===== config.mk =====
export PLATFORM = sky130hd
export DESIGN_NAME = sync_fifo_flex_flat
export DESIGN_NICKNAME = d
export VERILOG_FILES = /design/src/rtl/fifo_pkg.sv /design/src/rtl/sync_fifo_flex_if.sv /design/src/rtl/fifo_ram.sv /design/src/rtl/sync_fifo_flex.sv /design/src/flat_wrapper.sv
export SDC_FILE = /design/constraint.sdc
export NUM_CORES = 1
export LEC_CHECK = 0
export CORE_AREA = 3 3 378 474
export DETAILED_ROUTE_END_ITERATION = 12
export DIE_AREA = 0 0 381 477
export HOLD_SLACK_MARGIN = 0.05
export PLACE_DENSITY = 0.48
export SLEW_MARGIN = 25
export SYNTH_ARGS = -nofsm -noshare
export SYNTH_HDL_FRONTEND = slang
export SYNTH_SLANG_ARGS = --single-unit

===== constraint.sdc =====
create_clock -name clk -period 3.81 [get_ports clk]
set_input_delay 0.762 -clock clk [delete_from_list [all_inputs] [get_ports clk]]
set_output_delay 0.762 -clock clk [all_outputs]
set_load 0.05 [all_outputs]

===== src/rtl/fifo_pkg.sv =====
// Shared constants, read-mode enum and helpers for the sync_fifo_flex family.
package fifo_pkg;

  localparam int unsigned AWIDTH_DEF = 8;
  localparam int unsigned DWIDTH_DEF = 5;

  typedef enum logic {
    FIFO_STD  = 1'b0,
    FIFO_FWFT = 1'b1
  } fifo_mode_e;

  // Smallest n such that 2**n >= value.
  function automatic int unsigned clog2(input int unsigned value);
    int unsigned r;
    r = 0;
    while ((64'd1 << r) < 64'(value)) r = r + 1;
    return r;
  endfunction

endpackage


===== src/rtl/sync_fifo_flex_if.sv =====
// Write/read handshake and status bundle between a producer/consumer and sync_fifo_flex.
interface sync_fifo_flex_if
  import fifo_pkg::*;
#(
  parameter int unsigned AWIDTH = AWIDTH_DEF,
  parameter int unsigned DWIDTH = DWIDTH_DEF
);

  logic [DWIDTH-1:0] data_in;
  logic              wr_en;
  logic              rd_en;
  logic              clr_err;
  logic [DWIDTH-1:0] data_out;
  logic              full;
  logic              empty;
  logic              almost_full;
  logic              almost_empty;
  logic [AWIDTH:0]   count;
  logic              overflow;
  logic              underflow;

  modport master (
    output data_in, wr_en, rd_en, clr_err,
    input  data_out, full, empty, almost_full, almost_empty, count, overflow, underflow
  );

  modport slave (
    input  data_in, wr_en, rd_en, clr_err,
    output data_out, full, empty, almost_full, almost_empty, count, overflow, underflow
  );

endinterface


===== src/rtl/fifo_ram.sv =====
// Dual-port storage: synchronous write, read port either registered or combinational.
module fifo_ram
  import fifo_pkg::*;
#(
  parameter int unsigned  DEPTH  = 32'd1 << AWIDTH_DEF,
  parameter int unsigned  DWIDTH = DWIDTH_DEF,
  parameter bit           REG_RD = 1'b1,
  localparam int unsigned AW     = clog2(DEPTH)
) (
  input  logic              clk,
  input  logic              rst,
  input  logic              i_we,
  input  logic [AW-1:0]     i_waddr,
  input  logic [DWIDTH-1:0] i_wdata,
  input  logic              i_re,
  input  logic [AW-1:0]     i_raddr,
  output logic [DWIDTH-1:0] o_rdata
);

  logic [DWIDTH-1:0] r_mem [DEPTH];

  // Storage is deliberately left unreset.
  always_ff @(posedge clk) begin
    if (i_we) r_mem[i_waddr] <= i_wdata;
  end

  if (REG_RD) begin : g_reg_rd
    logic [DWIDTH-1:0] r_rdata;

    always_ff @(posedge clk or negedge rst) begin
      if (!rst)      r_rdata <= '0;
      else if (i_re) r_rdata <= r_mem[i_raddr];
    end

    assign o_rdata = r_rdata;
  end else begin : g_comb_rd
    assign o_rdata = r_mem[i_raddr];
  end

endmodule


===== src/rtl/sync_fifo_flex.sv =====
// Single-clock FIFO with registered or fall-through read, threshold flags,
// occupancy count and sticky overflow/underflow flags.
module sync_fifo_flex
  import fifo_pkg::*;
#(
  parameter int unsigned AWIDTH   = AWIDTH_DEF,
  parameter int unsigned DWIDTH   = DWIDTH_DEF,
  parameter int unsigned FWFT     = 0,
  parameter int unsigned AF_LEVEL = (32'd1 << AWIDTH) - 32'd2,
  parameter int unsigned AE_LEVEL = 2
) (
  input  logic            clk,
  input  logic            rst,
  sync_fifo_flex_if.slave bus
);

  localparam int unsigned   DEPTH    = 32'd1 << AWIDTH;
  localparam int unsigned   PW       = AWIDTH + 1;
  localparam fifo_mode_e    MODE     = (FWFT != 0) ? FIFO_FWFT : FIFO_STD;
  localparam logic [PW-1:0] FULL_CNT = PW'(DEPTH);
  localparam logic [PW-1:0] AF_CNT   = PW'(AF_LEVEL);
  localparam logic [PW-1:0] AE_CNT   = PW'(AE_LEVEL);

  if (AF_LEVEL < 1 || AF_LEVEL > DEPTH) begin : g_bad_af
    $error("sync_fifo_flex: AF_LEVEL %0d outside 1..%0d", AF_LEVEL, DEPTH);
  end
  if (AE_LEVEL > DEPTH - 1) begin : g_bad_ae
    $error("sync_fifo_flex: AE_LEVEL %0d outside 0..%0d", AE_LEVEL, DEPTH - 1);
  end
  if (FWFT > 1) begin : g_bad_fwft
    $error("sync_fifo_flex: FWFT must be 0 or 1, got %0d", FWFT);
  end

  logic [PW-1:0]     r_wr_ptr;
  logic [PW-1:0]     r_rd_ptr;
  logic [PW-1:0]     r_count;
  logic              r_full;
  logic              r_empty;
  logic              r_af;
  logic              r_ae;
  logic              r_ovf;
  logic              r_udf;

  logic              w_wr_acc;
  logic              w_rd_acc;
  logic [PW-1:0]     w_wr_ptr_nxt;
  logic [PW-1:0]     w_rd_ptr_nxt;
  logic [PW-1:0]     w_count_nxt;
  logic              w_ovf_set;
  logic              w_udf_set;
  logic [AWIDTH-1:0] w_raddr;
  logic              w_ram_re;
  logic [DWIDTH-1:0] w_rdata;

  // A write into a full FIFO is still accepted when the same cycle pops a word.
  always_comb begin
    w_wr_acc     = bus.wr_en & (~r_full | bus.rd_en);
    w_rd_acc     = bus.rd_en & ~r_empty;
    w_wr_ptr_nxt = r_wr_ptr + PW'(w_wr_acc);
    w_rd_ptr_nxt = r_rd_ptr + PW'(w_rd_acc);
    w_count_nxt  = r_count;
    if (w_wr_acc && !w_rd_acc)      w_count_nxt = r_count + PW'(1);
    else if (!w_wr_acc && w_rd_acc) w_count_nxt = r_count - PW'(1);
    w_ovf_set    = bus.wr_en & r_full & ~bus.rd_en;
    w_udf_set    = bus.rd_en & r_empty;
  end

  // Status flags are decoded from the next count so they are registered outputs.
  always_ff @(posedge clk or negedge rst) begin
    if (!rst) begin
      r_wr_ptr <= '0;
      r_rd_ptr <= '0;
      r_count  <= '0;
      r_full   <= 1'b0;
      r_empty  <= 1'b1;
      r_af     <= 1'b0;
      r_ae     <= 1'b1;
      r_ovf    <= 1'b0;
      r_udf    <= 1'b0;
    end else begin
      r_wr_ptr <= w_wr_ptr_nxt;
      r_rd_ptr <= w_rd_ptr_nxt;
      r_count  <= w_count_nxt;
      r_full   <= (w_count_nxt == FULL_CNT);
      r_empty  <= (w_count_nxt == '0);
      r_af     <= (w_count_nxt >= AF_CNT);
      r_ae     <= (w_count_nxt <= AE_CNT);
      r_ovf    <= w_ovf_set | (r_ovf & ~bus.clr_err);
      r_udf    <= w_udf_set | (r_udf & ~bus.clr_err);
    end
  end

  if (MODE == FIFO_STD) begin : g_std
    assign w_raddr      = r_rd_ptr[AWIDTH-1:0];
    assign w_ram_re     = w_rd_acc;
    assign bus.data_out = w_rdata;
  end else begin : g_fwft
    logic [DWIDTH-1:0] r_head;
    logic [DWIDTH-1:0] w_head_nxt;

    assign w_raddr  = w_rd_ptr_nxt[AWIDTH-1:0];
    assign w_ram_re = 1'b0;

    // Next head word; bypass the write data when it lands at the head slot.
    always_comb begin
      w_head_nxt = w_rdata;
      if (w_count_nxt == '0) begin
        w_head_nxt = '0;
      end else if (w_wr_acc && (r_wr_ptr[AWIDTH-1:0] == w_raddr)) begin
        w_head_nxt = bus.data_in;
      end
    end

    always_ff @(posedge clk or negedge rst) begin
      if (!rst) r_head <= '0;
      else      r_head <= w_head_nxt;
    end

    assign bus.data_out = r_head;
  end

  fifo_ram #(
    .DEPTH  (DEPTH),
    .DWIDTH (DWIDTH),
    .REG_RD (MODE == FIFO_STD)
  ) u_ram (
    .clk     (clk),
    .rst     (rst),
    .i_we    (w_wr_acc),
    .i_waddr (r_wr_ptr[AWIDTH-1:0]),
    .i_wdata (bus.data_in),
    .i_re    (w_ram_re),
    .i_raddr (w_raddr),
    .o_rdata (w_rdata)
  );

  assign bus.full         = r_full;
  assign bus.empty        = r_empty;
  assign bus.almost_full  = r_af;
  assign bus.almost_empty = r_ae;
  assign bus.count        = r_count;
  assign bus.overflow     = r_ovf;
  assign bus.underflow    = r_udf;

endmodule

===== src/flat_wrapper.sv =====
// flat-port wrapper written by rule: the top's interface ports become plain ports
module sync_fifo_flex_flat import fifo_pkg::*;
#(
  parameter int unsigned AWIDTH   = AWIDTH_DEF,
  parameter int unsigned DWIDTH   = DWIDTH_DEF,
  parameter int unsigned FWFT     = 0,
  parameter int unsigned AF_LEVEL = (32'd1 << AWIDTH) - 32'd2,
  parameter int unsigned AE_LEVEL = 2
)
  (clk, rst, bus_data_in, bus_wr_en, bus_rd_en, bus_clr_err, bus_data_out, bus_full, bus_empty, bus_almost_full, bus_almost_empty, bus_count, bus_overflow, bus_underflow);
  sync_fifo_flex_if #(.AWIDTH(AWIDTH), .DWIDTH(DWIDTH)) bus_i ();
  input  logic clk;
  input  logic rst;
  input wire logic [$bits(bus_i.data_in)-1:0] bus_data_in;
  input wire logic [$bits(bus_i.wr_en)-1:0] bus_wr_en;
  input wire logic [$bits(bus_i.rd_en)-1:0] bus_rd_en;
  input wire logic [$bits(bus_i.clr_err)-1:0] bus_clr_err;
  output wire logic [$bits(bus_i.data_out)-1:0] bus_data_out;
  output wire logic [$bits(bus_i.full)-1:0] bus_full;
  output wire logic [$bits(bus_i.empty)-1:0] bus_empty;
  output wire logic [$bits(bus_i.almost_full)-1:0] bus_almost_full;
  output wire logic [$bits(bus_i.almost_empty)-1:0] bus_almost_empty;
  output wire logic [$bits(bus_i.count)-1:0] bus_count;
  output wire logic [$bits(bus_i.overflow)-1:0] bus_overflow;
  output wire logic [$bits(bus_i.underflow)-1:0] bus_underflow;
  assign bus_i.data_in = bus_data_in;
  assign bus_i.wr_en = bus_wr_en;
  assign bus_i.rd_en = bus_rd_en;
  assign bus_i.clr_err = bus_clr_err;
  assign bus_data_out = bus_i.data_out;
  assign bus_full = bus_i.full;
  assign bus_empty = bus_i.empty;
  assign bus_almost_full = bus_i.almost_full;
  assign bus_almost_empty = bus_i.almost_empty;
  assign bus_count = bus_i.count;
  assign bus_overflow = bus_i.overflow;
  assign bus_underflow = bus_i.underflow;
  sync_fifo_flex #(.AWIDTH(AWIDTH), .DWIDTH(DWIDTH), .FWFT(FWFT), .AF_LEVEL(AF_LEVEL), .AE_LEVEL(AE_LEVEL)) u_core (.clk(clk), .rst(rst), .bus(bus_i));
endmodule

==> metrics.csv <==
metric,value,unit
layout-drive-gt1-share,22.13,%
worstHoldStart,bus_data_in[2],
cts_setup_buffers,0,
cts_hold_buf,1,
setup_tns,0,ns
fin_skew,0.02310,ns
synth_edf_count,1280,
grt_pass1_wl,209.9,mm
vias,26620,
row_count,172,
synth.distinct_cells,69,
antenna_found_initial,2,
path_buf_inv,2,
r2r-end,u_core.u_ram.o_rdata[3],
drt_iter0_markers,2205,
synth_warnings,0,
tightest_slew,0.9758,ns
final_hold_viol_count,0,
hold_path.class,input pin to flip-flop,
synthArstFlopShare,2.736,%
maxSlewHeadroom,34.95,%
status,"complete, no violations",
ant_nets,0,
grt_max_degree,106,
drt-wirelength-per-cell,27.00,µm
total_leakage_power,0.01906,µW
end_kind,flip-flop,
synth_mux_area_share,14.21,%
dr.pass1.iters,5,
clock_latency,0.75,ns
synth_cells,2748,
cp-start-kind,flip-flop,
synth_top_family_by_area,multiplexers,
pin_count,30,
cp.depth,8,
min_to,u_core.u_ram.r_mem[250][2],
die_area,181700,µm²
grt_pass1_vias,27900,
clockRootBuffer,clkbuf_16,
syn_avg_cell_area,19.06,µm²
cts_tree,yes,
num-nets-final,2949,
fillers,16570,
critical_path.cell_chain,clkinv_2 -> buf_4 -> mux2i_1 -> o22ai_1 -> or4b_1 -> nor3_1 -> or4_1 -> nand3_1,
critical_path_class,flip-flop to flip-flop,
cts_max_level,4,
remaining_drc_errors,0,
powerDensity,702.9,nW/µm²
synth_simple_gate_area_share,4.312,%
crit_family,simple AND/OR/NAND/NOR gates,
rsz0062_at_grt,no,
arrival,4.14,ns
crit_fanout,19,
synth_adder_area_share,0.1433,%
synth_compound_area_share,3.682,%
fin_total_pwr,42650,µW
die_w,381,µm
r2r_slack,0.30,ns
setup_viol,0,
yosys_register_bits,1316,
period_share,92.06,%
yosysSeqAreaShare,75.12,%
final_cell_mix,"1,280 x edfxtp_1, 297 x nor2_1, 251 x mux4_2",
fmaxAchievable,0.2851,GHz
place.gp.congestion,0.7896,
initial_utilization,29.90,%
dp_hpwl,91.67,mm
final_util,34.63,%
cts_buffers,131,
cts_resized,0,
grt_overflow_total,0,
synth_nets,2764,
reg2reg_depth,8,
max_stage_delay,0.65,ns
ys.flop_type,edfxtp_1,
die_h,477,µm
core_area,175200,µm²
maxCapViolCount,0,
syn2layout_area_growth,15.85,%
required,4.44,ns
drv_slew,0,
grtUsageTotal,15.93,%
clk_pin_slew,0.07,ns
clockBufferDepth,3,
regToRegStartpoint,u_core.r_rd_ptr[2],
io_buffers,29,
min_delay_path_depth,1,
synth_xor_area_share,0.3345,%
synth.cell_area,52370,µm²
clkSinkCount,1316,
ir_drop,0.4266,mV
drt-vias-per-instance,4.942,
layout.cells.most_common,edfxtp_1,
fin_crit,3.507,ns
crit_path_top_delay_cell,or4b_1,
wirelength,145.4,mm
routing by layer:
layer	global-route usage, %	routed length (µm)	vias up
met2	28.16	75700	628
met3	2.219	5892	188
met1	20.15	59750	14280
li1	-	-	11520
met4	5.012	4065	0
met5	0	0	-
registers in the layout, summed over array words and instances (netlist names):
name and flops:
u_core.u_ram.o_rdata 5, u_core.bus.full 1, u_core.bus.empty 1, u_core.bus.overflow 1, u_core.bus.count 9, u_core.bus.underflow 1
u_core.r_rd_ptr 8, u_core.u_ram.r_mem 1280, u_core.bus.almost_empty 1, u_core.bus.almost_full 1, u_core.r_wr_ptr 8
cells by family after synthesis:
logic type,after synthesis
AOI/OAI and AO/OA,270
xor gates and xnor gates,20
adders and majority gates,6
buffers and inverters,183
DFF,1316
muxes,428
and+or+nand+nor,525
worst reg2reg max path: stages, from the launching register on:
cell and delay [ns]:
dfrtp_4 0.62, clkinv_2 0.57, buf_4 0.38, mux2i_1 0.33, o22ai_1 0.12, or4b_1 0.65, nor3_1 0.40, or4_1 0.23
nand3_1 0.09
cells in the mapped netlist, types with 7 or more instances:
| cell | count | area, µm² |
|---|---|---|
| clkbuf_1 | 78 | 292.8 |
| o21ai_0 | 21 | 105.1 |
| a221o_1 | 9 | 90.09 |
| nor2b_1 | 18 | 112.6 |
| a22oi_1 | 12 | 90.09 |
| nor2_1 | 297 | 1115 |
| dfrtp_1 | 34 | 850.8 |
| o221ai_1 | 42 | 367.9 |
| mux2_2 | 9 | 101.4 |
| edfxtp_1 | 1280 | 38440 |
| a22o_1 | 8 | 70.07 |
| nor3_1 | 24 | 120.1 |
| buf_8 | 10 | 150.1 |
| mux4_2 | 251 | 5653 |
| a21oi_1 | 50 | 250.2 |
| a31oi_1 | 14 | 87.58 |
| a2111oi_0 | 7 | 61.31 |
| buf_6 | 28 | 315.3 |
| inv_1 | 8 | 30.03 |
| o22ai_1 | 36 | 225.2 |
| a221oi_1 | 9 | 78.83 |
| nand2b_1 | 9 | 56.30 |
| buf_2 | 35 | 175.2 |
| nand3_1 | 39 | 195.2 |
| a211oi_1 | 17 | 127.6 |
| nand4_1 | 13 | 81.33 |
| xnor2_1 | 15 | 131.4 |
| buf_1 | 13 | 48.80 |
| nand2_1 | 93 | 349.1 |
| mux2i_1 | 165 | 1652 |
power by group:
part	total (µW)	switching, µW	internal (µW)	leakage, µW
logic	13100	7910	5230	0.00505
clock network	12900	5560	7320	0.00206
registers	16600	452	16200	0.0119
cell type report:
cell class	instances	area, µm²	share of cell area (%)
Antenna cell	1	2.502	0.004125
Clock inverter	70	694.4	1.145
Clock buffer	166	3516	5.795
Inverter	9	35.03	0.05774
Sequential cell	1316	39350	64.86
Multi-Input combinational cell	1249	11900	19.62
Tap cell	2349	2939	4.844
Timing Repair Buffer	226	2226	3.669
per-stage QoR:
step                area (µm²)  worst slack, ns  hold slack [ns]  instances
floorplan                52370           0.7635           0.4664       2748
global route             60670           0.1837           0.5119       5386
global placement         56450           0.2369           0.5138       5148
detailed placement       56450           0.3003           0.5313       5148
CTS                      60670           0.2920           0.4859       5385
finish                   60670           0.3026           0.5158       5386
how the worst max path moves through the flow:
stage | from | endpoint | slack, ns
floorplan | bus_rd_en | u_core.bus.full | 0.76
global placement | bus_rd_en | u_core.bus.full | 0.24
detailed placement | u_core.r_rd_ptr[0] | u_core.u_ram.o_rdata[1] | 0.30
CTS | u_core.r_rd_ptr[0] | u_core.u_ram.o_rdata[2] | 0.29
global route | u_core.r_rd_ptr[0] | u_core.u_ram.o_rdata[1] | 0.18
finish | u_core.r_rd_ptr[2] | u_core.u_ram.o_rdata[3] | 0.30
Note: power is estimated with default switching activity, not from simulation.
